### config.mk
export PLATFORM = sky130hd
export DESIGN_NAME = mem_bus_arbiter_flat
export DESIGN_NICKNAME = d
export VERILOG_FILES = /design/src/rtl/mem_arb_pkg.sv /design/src/rtl/mem_bus_arbiter_if.sv /design/src/rtl/mem_arb_fair_sel.sv /design/src/rtl/mem_bus_arbiter.sv /design/src/flat_wrapper.sv
export SDC_FILE = /design/constraint.sdc
export NUM_CORES = 1
export LEC_CHECK = 0
export ABC_CLOCK_PERIOD_IN_PS = 1900
export CORE_MARGIN = 4
export CORE_UTILIZATION = 37
export DETAILED_ROUTE_END_ITERATION = 7
export GPL_ROUTABILITY_DRIVEN = 0
export PLACE_DENSITY = 0.77
export SLEW_MARGIN = 10
export SYNTH_ARGS = -nofsm -noshare
export SYNTH_HDL_FRONTEND = slang
export SYNTH_SLANG_ARGS = --single-unit
### constraint.sdc
create_clock -name clk -period 1.9 [get_ports clk]
set_input_delay 0.285 -clock clk [delete_from_list [all_inputs] [get_ports clk]]
set_output_delay 0.285 -clock clk [all_outputs]
set_load 0.01 [all_outputs]
### src/rtl/mem_arb_pkg.sv
// Shared types and constants for the instruction/data memory bus arbiter.
//   state_e : arbiter FSM states (IDLE, ACCESS, RESP)
//   owner_e : which port owns the transaction in flight
//   STREAK_W / DEF_MAX_D_STREAK : data-grant streak counter width and default limit
package mem_arb_pkg;

   localparam int unsigned STREAK_W         = 3;
   localparam int unsigned DEF_MAX_D_STREAK = 3;

   typedef enum logic [1:0] {
      IDLE   = 2'd0,
      ACCESS = 2'd1,
      RESP   = 2'd2
   } state_e;

   typedef enum logic {
      OWN_I = 1'b0,
      OWN_D = 1'b1
   } owner_e;

endpackage : mem_arb_pkg

### src/rtl/mem_bus_arbiter_if.sv
// Bus bundle between the core (fetch + data ports), the arbiter and the memory.
//   i_*   : instruction-fetch request/response
//   d_*   : data load/store request/response
//   m_*   : single-ported synchronous memory
//   busy  : arbiter not idle (PC hold)
// slave modport is the arbiter's view; master is the core/memory side.
interface mem_bus_arbiter_if #(
   parameter int unsigned ADDR_W = 32,
   parameter int unsigned DATA_W = 32
) ();

   logic              i_req;
   logic [ADDR_W-1:0] i_addr;
   logic              i_ack;
   logic [DATA_W-1:0] i_rdata;

   logic              d_req;
   logic              d_we;
   logic [ADDR_W-1:0] d_addr;
   logic [DATA_W-1:0] d_wdata;
   logic              d_ack;
   logic [DATA_W-1:0] d_rdata;

   logic [ADDR_W-1:0] m_addr;
   logic [DATA_W-1:0] m_wdata;
   logic              m_we;
   logic              m_re;
   logic [DATA_W-1:0] m_rdata;

   logic              busy;

   modport slave (
      input  i_req, i_addr, d_req, d_we, d_addr, d_wdata, m_rdata,
      output i_ack, i_rdata, d_ack, d_rdata, m_addr, m_wdata, m_we, m_re, busy
   );

   modport master (
      output i_req, i_addr, d_req, d_we, d_addr, d_wdata, m_rdata,
      input  i_ack, i_rdata, d_ack, d_rdata, m_addr, m_wdata, m_we, m_re, busy
   );

endinterface : mem_bus_arbiter_if

### src/rtl/mem_arb_fair_sel.sv
// Combinational winner selection between fetch (I) and data (D) requests.
//   i_req, d_req : raw requests
//   d_streak     : consecutive D grants taken while I was waiting
//   in_resp      : arbiter is in RESP; the owner's request is the one completing
//   owner        : current transaction owner
//   grant_c      : some port is eligible this cycle
//   winner_c     : the port that wins (meaningful only with grant_c)
module mem_arb_fair_sel
   import mem_arb_pkg::*;
#(
   parameter int unsigned MAX_D_STREAK = DEF_MAX_D_STREAK
) (
   input  logic                i_req,
   input  logic                d_req,
   input  logic [STREAK_W-1:0] d_streak,
   input  logic                in_resp,
   input  owner_e              owner,
   output logic                grant_c,
   output owner_e              winner_c
);

   logic i_elig_c;
   logic d_elig_c;

   // D has priority unless it has already used up its streak while I waits.
   always_comb begin
      i_elig_c = i_req & ~(in_resp & (owner == OWN_I));
      d_elig_c = d_req & ~(in_resp & (owner == OWN_D));
      grant_c  = i_elig_c | d_elig_c;
      winner_c = OWN_I;
      if (d_elig_c && !(i_elig_c && (d_streak == STREAK_W'(MAX_D_STREAK)))) begin
         winner_c = OWN_D;
      end
   end

endmodule : mem_arb_fair_sel

### src/rtl/mem_bus_arbiter.sv
// Two-port (fetch/data) arbiter in front of one synchronous memory.
// A grant latches the winner's request into m_*; the next cycle (ACCESS)
// strobes m_re or m_we once; the cycle after (RESP) pulses the owner's ack.
// Load data is captured from m_rdata on the edge that closes the m_re cycle.
//   clk  : rising-edge clock
//   rst  : asynchronous active-low reset
//   bus  : mem_bus_arbiter_if.slave (core request/response + memory + busy)
module mem_bus_arbiter
   import mem_arb_pkg::*;
#(
   parameter int unsigned ADDR_W       = 32,
   parameter int unsigned DATA_W       = 32,
   parameter int unsigned MAX_D_STREAK = DEF_MAX_D_STREAK
) (
   input  logic             clk,
   input  logic             rst,
   mem_bus_arbiter_if.slave bus
);

   state_e              state_q,    state_d;
   owner_e              owner_q,    owner_d;
   logic [STREAK_W-1:0] d_streak_q, d_streak_d;
   logic [ADDR_W-1:0]   m_addr_q,   m_addr_d;
   logic [DATA_W-1:0]   m_wdata_q,  m_wdata_d;
   logic                m_we_q,     m_we_d;
   logic                m_re_q,     m_re_d;
   logic                i_ack_q,    i_ack_d;
   logic                d_ack_q,    d_ack_d;
   logic [DATA_W-1:0]   i_rdata_q,  i_rdata_d;
   logic [DATA_W-1:0]   d_rdata_q,  d_rdata_d;
   logic                busy_q,     busy_d;

   logic   grant_c;
   owner_e winner_c;
   logic   in_resp_c;
   logic   do_grant_c;

   assign in_resp_c = (state_q == RESP);

   mem_arb_fair_sel #(
      .MAX_D_STREAK (MAX_D_STREAK)
   ) u_fair_sel (
      .i_req    (bus.i_req),
      .d_req    (bus.d_req),
      .d_streak (d_streak_q),
      .in_resp  (in_resp_c),
      .owner    (owner_q),
      .grant_c  (grant_c),
      .winner_c (winner_c)
   );

   // Next-state and registered-output logic.
   always_comb begin
      state_d    = state_q;
      owner_d    = owner_q;
      d_streak_d = d_streak_q;
      m_addr_d   = m_addr_q;
      m_wdata_d  = m_wdata_q;
      m_we_d     = 1'b0;
      m_re_d     = 1'b0;
      i_ack_d    = 1'b0;
      d_ack_d    = 1'b0;
      i_rdata_d  = i_rdata_q;
      d_rdata_d  = d_rdata_q;
      do_grant_c = 1'b0;

      unique case (state_q)
         IDLE: begin
            do_grant_c = grant_c;
         end
         ACCESS: begin
            state_d = RESP;
            if (owner_q == OWN_D) begin
               d_ack_d = 1'b1;
               if (m_re_q) d_rdata_d = bus.m_rdata;
            end else begin
               i_ack_d = 1'b1;
               if (m_re_q) i_rdata_d = bus.m_rdata;
            end
         end
         RESP: begin
            state_d    = IDLE;
            do_grant_c = grant_c;
         end
         default: begin
            state_d = IDLE;
         end
      endcase

      // Latch the winner and launch its memory access next cycle.
      if (do_grant_c) begin
         state_d = ACCESS;
         owner_d = winner_c;
         if (winner_c == OWN_D) begin
            m_addr_d  = bus.d_addr;
            m_wdata_d = bus.d_wdata;
            m_we_d    = bus.d_we;
            m_re_d    = ~bus.d_we;
         end else begin
            m_addr_d  = bus.i_addr;
            m_re_d    = 1'b1;
         end
         // Streak counts D grants only while I is waiting; saturates at the limit.
         if (!bus.i_req || (winner_c == OWN_I)) begin
            d_streak_d = '0;
         end else if (d_streak_q < STREAK_W'(MAX_D_STREAK)) begin
            d_streak_d = d_streak_q + STREAK_W'(1);
         end
      end

      busy_d = (state_d != IDLE);
   end

   // State and output registers.
   always_ff @(posedge clk or negedge rst) begin
      if (!rst) begin
         state_q    <= IDLE;
         owner_q    <= OWN_I;
         d_streak_q <= '0;
         m_addr_q   <= '0;
         m_wdata_q  <= '0;
         m_we_q     <= 1'b0;
         m_re_q     <= 1'b0;
         i_ack_q    <= 1'b0;
         d_ack_q    <= 1'b0;
         i_rdata_q  <= '0;
         d_rdata_q  <= '0;
         busy_q     <= 1'b0;
      end else begin
         state_q    <= state_d;
         owner_q    <= owner_d;
         d_streak_q <= d_streak_d;
         m_addr_q   <= m_addr_d;
         m_wdata_q  <= m_wdata_d;
         m_we_q     <= m_we_d;
         m_re_q     <= m_re_d;
         i_ack_q    <= i_ack_d;
         d_ack_q    <= d_ack_d;
         i_rdata_q  <= i_rdata_d;
         d_rdata_q  <= d_rdata_d;
         busy_q     <= busy_d;
      end
   end

   assign bus.m_addr  = m_addr_q;
   assign bus.m_wdata = m_wdata_q;
   assign bus.m_we    = m_we_q;
   assign bus.m_re    = m_re_q;
   assign bus.i_ack   = i_ack_q;
   assign bus.d_ack   = d_ack_q;
   assign bus.i_rdata = i_rdata_q;
   assign bus.d_rdata = d_rdata_q;
   assign bus.busy    = busy_q;

endmodule : mem_bus_arbiter
### src/flat_wrapper.sv
// flat-port wrapper written by rule: the top's interface ports become plain ports
module mem_bus_arbiter_flat import mem_arb_pkg::*;
#(
   parameter int unsigned ADDR_W       = 32,
   parameter int unsigned DATA_W       = 32,
   parameter int unsigned MAX_D_STREAK = DEF_MAX_D_STREAK
)
  (clk, rst, bus_i_req, bus_i_addr, bus_d_req, bus_d_we, bus_d_addr, bus_d_wdata, bus_m_rdata, bus_i_ack, bus_i_rdata, bus_d_ack, bus_d_rdata, bus_m_addr, bus_m_wdata, bus_m_we, bus_m_re, bus_busy);
  mem_bus_arbiter_if #(.ADDR_W(ADDR_W), .DATA_W(DATA_W)) bus_i ();
  input  logic clk;
  input  logic rst;
  input wire logic [$bits(bus_i.i_req)-1:0] bus_i_req;
  input wire logic [$bits(bus_i.i_addr)-1:0] bus_i_addr;
  input wire logic [$bits(bus_i.d_req)-1:0] bus_d_req;
  input wire logic [$bits(bus_i.d_we)-1:0] bus_d_we;
  input wire logic [$bits(bus_i.d_addr)-1:0] bus_d_addr;
  input wire logic [$bits(bus_i.d_wdata)-1:0] bus_d_wdata;
  input wire logic [$bits(bus_i.m_rdata)-1:0] bus_m_rdata;
  output wire logic [$bits(bus_i.i_ack)-1:0] bus_i_ack;
  output wire logic [$bits(bus_i.i_rdata)-1:0] bus_i_rdata;
  output wire logic [$bits(bus_i.d_ack)-1:0] bus_d_ack;
  output wire logic [$bits(bus_i.d_rdata)-1:0] bus_d_rdata;
  output wire logic [$bits(bus_i.m_addr)-1:0] bus_m_addr;
  output wire logic [$bits(bus_i.m_wdata)-1:0] bus_m_wdata;
  output wire logic [$bits(bus_i.m_we)-1:0] bus_m_we;
  output wire logic [$bits(bus_i.m_re)-1:0] bus_m_re;
  output wire logic [$bits(bus_i.busy)-1:0] bus_busy;
  assign bus_i.i_req = bus_i_req;
  assign bus_i.i_addr = bus_i_addr;
  assign bus_i.d_req = bus_d_req;
  assign bus_i.d_we = bus_d_we;
  assign bus_i.d_addr = bus_d_addr;
  assign bus_i.d_wdata = bus_d_wdata;
  assign bus_i.m_rdata = bus_m_rdata;
  assign bus_i_ack = bus_i.i_ack;
  assign bus_i_rdata = bus_i.i_rdata;
  assign bus_d_ack = bus_i.d_ack;
  assign bus_d_rdata = bus_i.d_rdata;
  assign bus_m_addr = bus_i.m_addr;
  assign bus_m_wdata = bus_i.m_wdata;
  assign bus_m_we = bus_i.m_we;
  assign bus_m_re = bus_i.m_re;
  assign bus_busy = bus_i.busy;
  mem_bus_arbiter #(.ADDR_W(ADDR_W), .DATA_W(DATA_W), .MAX_D_STREAK(MAX_D_STREAK)) u_core (.clk(clk), .rst(rst), .bus(bus_i));
endmodule
Word level (Yosys, flattened, before mapping)
Cells that the tools add are included. W data, S select, Z words.

Logic and storage cells: 55. Register bits: 139. Output and inout port bits: 133. Input bits: 133.

Add/sub/neg operators: 1. Bitwise gates (word level): 10. Reductions and logical operators: 13. Multiplexer cells: 15. Equal/unequal tests: 3. Magnitude comparators: 1.

Operators with widths (number): $mux W32 (1); $mux W1 (10); $mux W3 (2); $reduce_and A3 Y1 (2); $not A1 Y1 (5); $and A1 B1 Y1 (4); $pmux W2 S2 (1); $reduce_and A2 Y1 (2); $reduce_bool A2 Y1 (2); $add A3 B1 Y3 const B (1); $eq A3 B2 Y1 const B (1); $lt A3 B2 Y1 const B (1); $eq A2 B1 Y1 const B (1); $eq A2 B2 Y1 const B (1); $logic_and A1 B1 Y1 (2); $logic_not A1 Y1 (2); $logic_not A2 Y1 (1); $mux W2 (1); $reduce_or A2 Y1 (1); $logic_or A1 B1 Y1 (1); $or A1 B1 Y1 (1).

Depth between registers and ports, before layout
Word-level depth: 12. Depth in mapped cells: 7. Gate-level depth less buffers: 6.

Cells and area by module
From an unflattened synthesis, not the netlist that was laid out.

Cell total of the unflattened synthesis: 386. Area total of the unflattened synthesis: 5601.6 µm².

Modules (own cells, without submodules): mem_bus_arbiter (cells each 380, seq. area each 3478.3 µm², times used 1, area each 5560.3 µm²); mem_arb_fair_sel (cells each 6, seq. area each 0.0 µm², times used 1, area each 41.3 µm²).

Worst setup path after synthesis
OpenSTA, ideal clock, no wires.

Path kind: register -> register. From: register u_core.d_streak_q[0]. To: register u_core.m_wdata_q[10], in the netlist u_core.bus.m_wdata[10]. Slack: 8 ps. Arrival: 1767 ps. Required time: 1775 ps. Stages on the path, launching flop included: 8. Library setup time: 125 ps. Buffers on the path: 1. Period minus slack after synthesis: 1892 ps. Cells stage by stage: dfrtp_1 -> ha_1 -> ha_1 -> nand2_1 -> nor2_1 -> nor3_4 -> buf_2 -> mux2_2.

Word-level cells in the longest chain between the ends: 6.

RTL lines: start: declaration (RTL line mem_bus_arbiter.sv:22) `logic [STREAK_W-1:0] d_streak_q, d_streak_d;`; start signal: assignment (RTL line mem_bus_arbiter.sv:132) `d_streak_q <= d_streak_d;`; $eq A3 B2 Y1 (RTL line mem_arb_fair_sel.sv:31) `if (d_elig_c && !(i_elig_c && (d_streak == STREAK_W'(MAX_D_STREAK)))) begin`; $logic_and A1 B1 Y1 (RTL line mem_arb_fair_sel.sv:31); $logic_not A1 Y1 (RTL line mem_arb_fair_sel.sv:31); $logic_and A1 B1 Y1 (RTL line mem_arb_fair_sel.sv:31); $mux W1 (RTL line mem_arb_fair_sel.sv:31); $reduce_and A2 Y1 (no source line); end signal: assignment (RTL line mem_bus_arbiter.sv:134) `m_wdata_q <= m_wdata_d;`; end: declaration (RTL line mem_bus_arbiter.sv:24) `logic [DATA_W-1:0] m_wdata_q, m_wdata_d;`.

No other way between the ends. A chain may end at the register's enable or synchronous reset.

Worst setup path after layout
From: register u_core.d_streak_q[0]. To: register u_core.m_wdata_q[16], in the netlist u_core.bus.m_wdata[16].

The elaborated chain is that of the path after synthesis.

==> impl_metrics.json <==
{
  "slowest_stage": "dfrtp_1",
  "place_hpwl_mm": 11.5,
  "area_growth_pct": 66.3,
  "dieArea_sq_mm": 0.0171,
  "ys_warn_count": 0,
  "ys_ff_latch": 139,
  "diodes": 0,
  "hold_path.class": "primary input to async pin",
  "via_per_inst": 4.76,
  "drt_pass1_iterations": 4,
  "dp.cells": 867,
  "path_class": "flop to flop",
  "grt_pass1_vias": 4692,
  "stdcell_area_sq_mm": 0.00925,
  "syn-cell-area_sq_mm": 0.00556,
  "reg2regPathDepth": 8,
  "startpoint_type": "flop",
  "critPathArrivalTime_ns": 2.12,
  "ys_types": 33,
  "wl_mm": 15.4,
  "power_density_mw_per_mm2": 1710,
  "tightest_slew_ns": 0.337,
  "multiInputGateArea_sq_mm": 0.00193,
  "cts_tree": "done",
  "reg2reg_from": "u_core.d_streak_q[0]$_DFFE_PN0P_",
  "peakVddDrop_uv": 687,
  "syn_area_per_cell_sq_um": 13.1,
  "syn_inst": 423,
  "fmax_mhz": 545,
  "num-fill-cells": 1079,
  "fin_skew_ns": 0.00682,
  "antenna_found_initial": 0,
  "drc": 0,
  "grt.overflow.total": 0,
  "whs_ns": 0.298,
  "port_buffers": 265,
  "max_cap_violations": 0,
  "rows": 44,
  "vias": 4297,
  "nets": 842,
  "syn-num-nets": 558,
  "drive_above_1_share_pct": 18.8,
  "crit_chain": "ha_2 > ha_4 > nand2_1 > nor2_1 > nor3_4 > buf_6 > buf_12 > mux2_2",
  "synth_area_leaders": "dfrtp_1, mux2_2, nand2_1",
  "reg2reg_slack_ns": 0.07,
  "synth_top_area_share_pct": 62.5,
  "yosysSeqAreaShare_pct": 62.5,
  "die_x_um": 131,
  "grt_usage_pct": 17.9,
  "async_flop_share_pct": 100,
  "coreArea_sq_mm": 0.0146,
  "final_cells": 903,
  "ioPinCount": 266,
  "placed_area_sq_mm": 0.00852,
  "finalMaxSlewViolations": 0,
  "wl_per_cell_um": 17.1,
  "reg2reg_to": "u_core.bus.m_wdata[16]$_DFFE_PN0P_",
  "cp_num_buf_inv": 2,
  "root_buffer": "clkbuf_16",
  "synth_edf_count": 0,
  "grt_pass1_wl_mm": 23.9,
  "power_leakage_nw": 3.88,
  "finalHoldViolCount": 0,
  "yosysTopAreaCell": "dfrtp_1",
  "drtAntennaViolNets": 0,
  "timing.critical_path.fanout_max": 12,
  "clk_pin_slew_ns": 0.06,
  "period_minus_slack_ns": 1.83,
  "regArea_sq_mm": 0.00348,
  "h-tree-depth": 4,
  "dieHeight_um": 131,
  "post-route-period-util_pct": 96.5,
  "setup_viol": 0,
  "max_stage_delay_ns": 0.39,
  "cts_buffers": 17,
  "cp.required_ns": 2.19,
  "max_slew_margin_pct": 77.5,
  "crit_family": "flip-flops",
  "grt_max_degree": 63,
  "start_util_pct": 38.0,
  "cts.sinks": 139,
  "first_iter_violations": 166,
  "outcome": "complete, no violations",
  "synthFlopType": "dfrtp_1",
  "clock_path_buffers": 2,
  "cp-end-kind": "flop",
  "clk_latency_ns": 0.41,
  "rsz0062_at_grt": "false"
}
==> cell usage after synthesis, types with 3 or more instances <==
library cell  number
nor2_1            35
buf_4              3
and2_1             4
a31oi_1           32
inv_1              5
a21oi_1            3
dfrtp_1          139
mux2_2            75
mux2_1            21
buf_6              6
nand2_1           65
clkbuf_1           8
buf_2              5
==> worst register-to-register path, delay by kind of cell, from the launching register on <==
kind,cells,cell delay (ns)
flip-flops,1,0.39
adder cells (fa/ha/maj),2,0.39
multiplexers,1,0.35
AND/OR/NAND/NOR,3,0.31
buffers and inverters,2,0.28
==> cells by family (layout without fill, tap and decap cells) <==
kind of cell | Yosys count | count (layout) | share of synthesized area [%]
AO/OA/AOI/OAI | 46 | 46 | 6.14
adder cells (fa/ha/maj) | 2 | 2 | 0.450
buffers and inverters | 28 | 324 | 3.04
flip-flops | 139 | 139 | 62.5
multiplexers | 96 | 96 | 19.4
AND/OR/NAND/NOR | 112 | 112 | 8.39
==> routing by layer <==
metal / part of all wire, % / GRT usage [%]
met2: 52 / 32.3
met4: 1.8 / 6.17
met1: 39 / 19.9
met5: 0 / 0
met3: 7.7 / 5.73
==> final cells by class <==
cell class              count  share of cell area, %
inverters                   5                  0.203
multi-input cells         256                   20.9
well taps                 184                   2.49
clock inverters             6                   1.43
clock buffers              25                   5.47
flip-flops and latches    139                   37.6
repair buffers            288                   31.9
==> registers in the layout (all words and copies together), names as in the netlist <==
| register | count |
|---|---|
| u_core.bus.i_rdata | 32 |
| u_core.bus.m_we | 1 |
| u_core.bus.m_re | 1 |
| u_core.bus.d_rdata | 32 |
| u_core.bus.d_ack | 1 |
| u_core.bus.m_wdata | 32 |
| u_core.bus.m_addr | 32 |
| u_core.bus.busy | 1 |
| u_core.bus.i_ack | 1 |
| u_core.d_streak_q | 3 |
| u_core.owner_q | 1 |
| u_core.state_q | 2 |
==> per-stage QoR <==
step           power, mW  setup TNS, ns  setup slack [ns]  utilization [%]
2_1_floorplan       8.16              0           0.00774                -
3_3_place_gp        12.0          -2.85           -0.0951             58.2
3_5_place_dp        12.2          -4.39            -0.123             58.2
4_1_cts             16.0              0            0.0162             63.1
5_1_grt             16.7              0            0.0101             63.1
6_report            15.8              0            0.0662             63.1
==> timing repair <==
action,in CTS,in global routing
gates resized for setup,8,0
hold endpoints to repair,20,0
cloned,1,0
buffers inserted,3,0
pin swaps,1,1
hold buffers,1,0
endpoints found under the setup margin,32,32
==> power by group <==
part           switching [mW]  internal [mW]  total (mW)
clock                    1.18           2.37        3.54
combinational            2.79           4.20        6.99
sequential              0.794           4.46        5.26
==> cells in the final DEF (no fill, tap or decap), types with 2 or more instances in the layout <==
cell             count
a31oi_1             32
nor2_1              35
inv_1                5
dfrtp_1            139
and2_1               4
buf_6                3
buf_4               11
buf_12               7
clkbuf_1             3
mux2_1              21
clkdlybuf4s50_1    264
o21ai_1              2
mux2_2              75
nand2_1             65
bufinv_16            4
clkbuf_16           17
a21oi_1              3
clkbuf_8             5
==> worst max-delay path by stage <==
stage / from / endpoint / depth (start not counted)
2_1_floorplan: u_core.d_streak_q[0]$_DFFE_PN0P_ / u_core.bus.m_wdata[10]$_DFFE_PN0P_ / 7
3_3_place_gp: bus_d_req / u_core.bus.m_wdata[30]$_DFFE_PN0P_ / 5
3_5_place_dp: bus_d_req / u_core.bus.m_wdata[29]$_DFFE_PN0P_ / 5
4_1_cts: u_core.d_streak_q[0]$_DFFE_PN0P_ / u_core.bus.m_wdata[16]$_DFFE_PN0P_ / 8
5_1_grt: u_core.d_streak_q[0]$_DFFE_PN0P_ / u_core.bus.m_wdata[16]$_DFFE_PN0P_ / 8
6_report: u_core.d_streak_q[0]$_DFFE_PN0P_ / u_core.bus.m_wdata[16]$_DFFE_PN0P_ / 8
(Power assumes the default switching activity.)
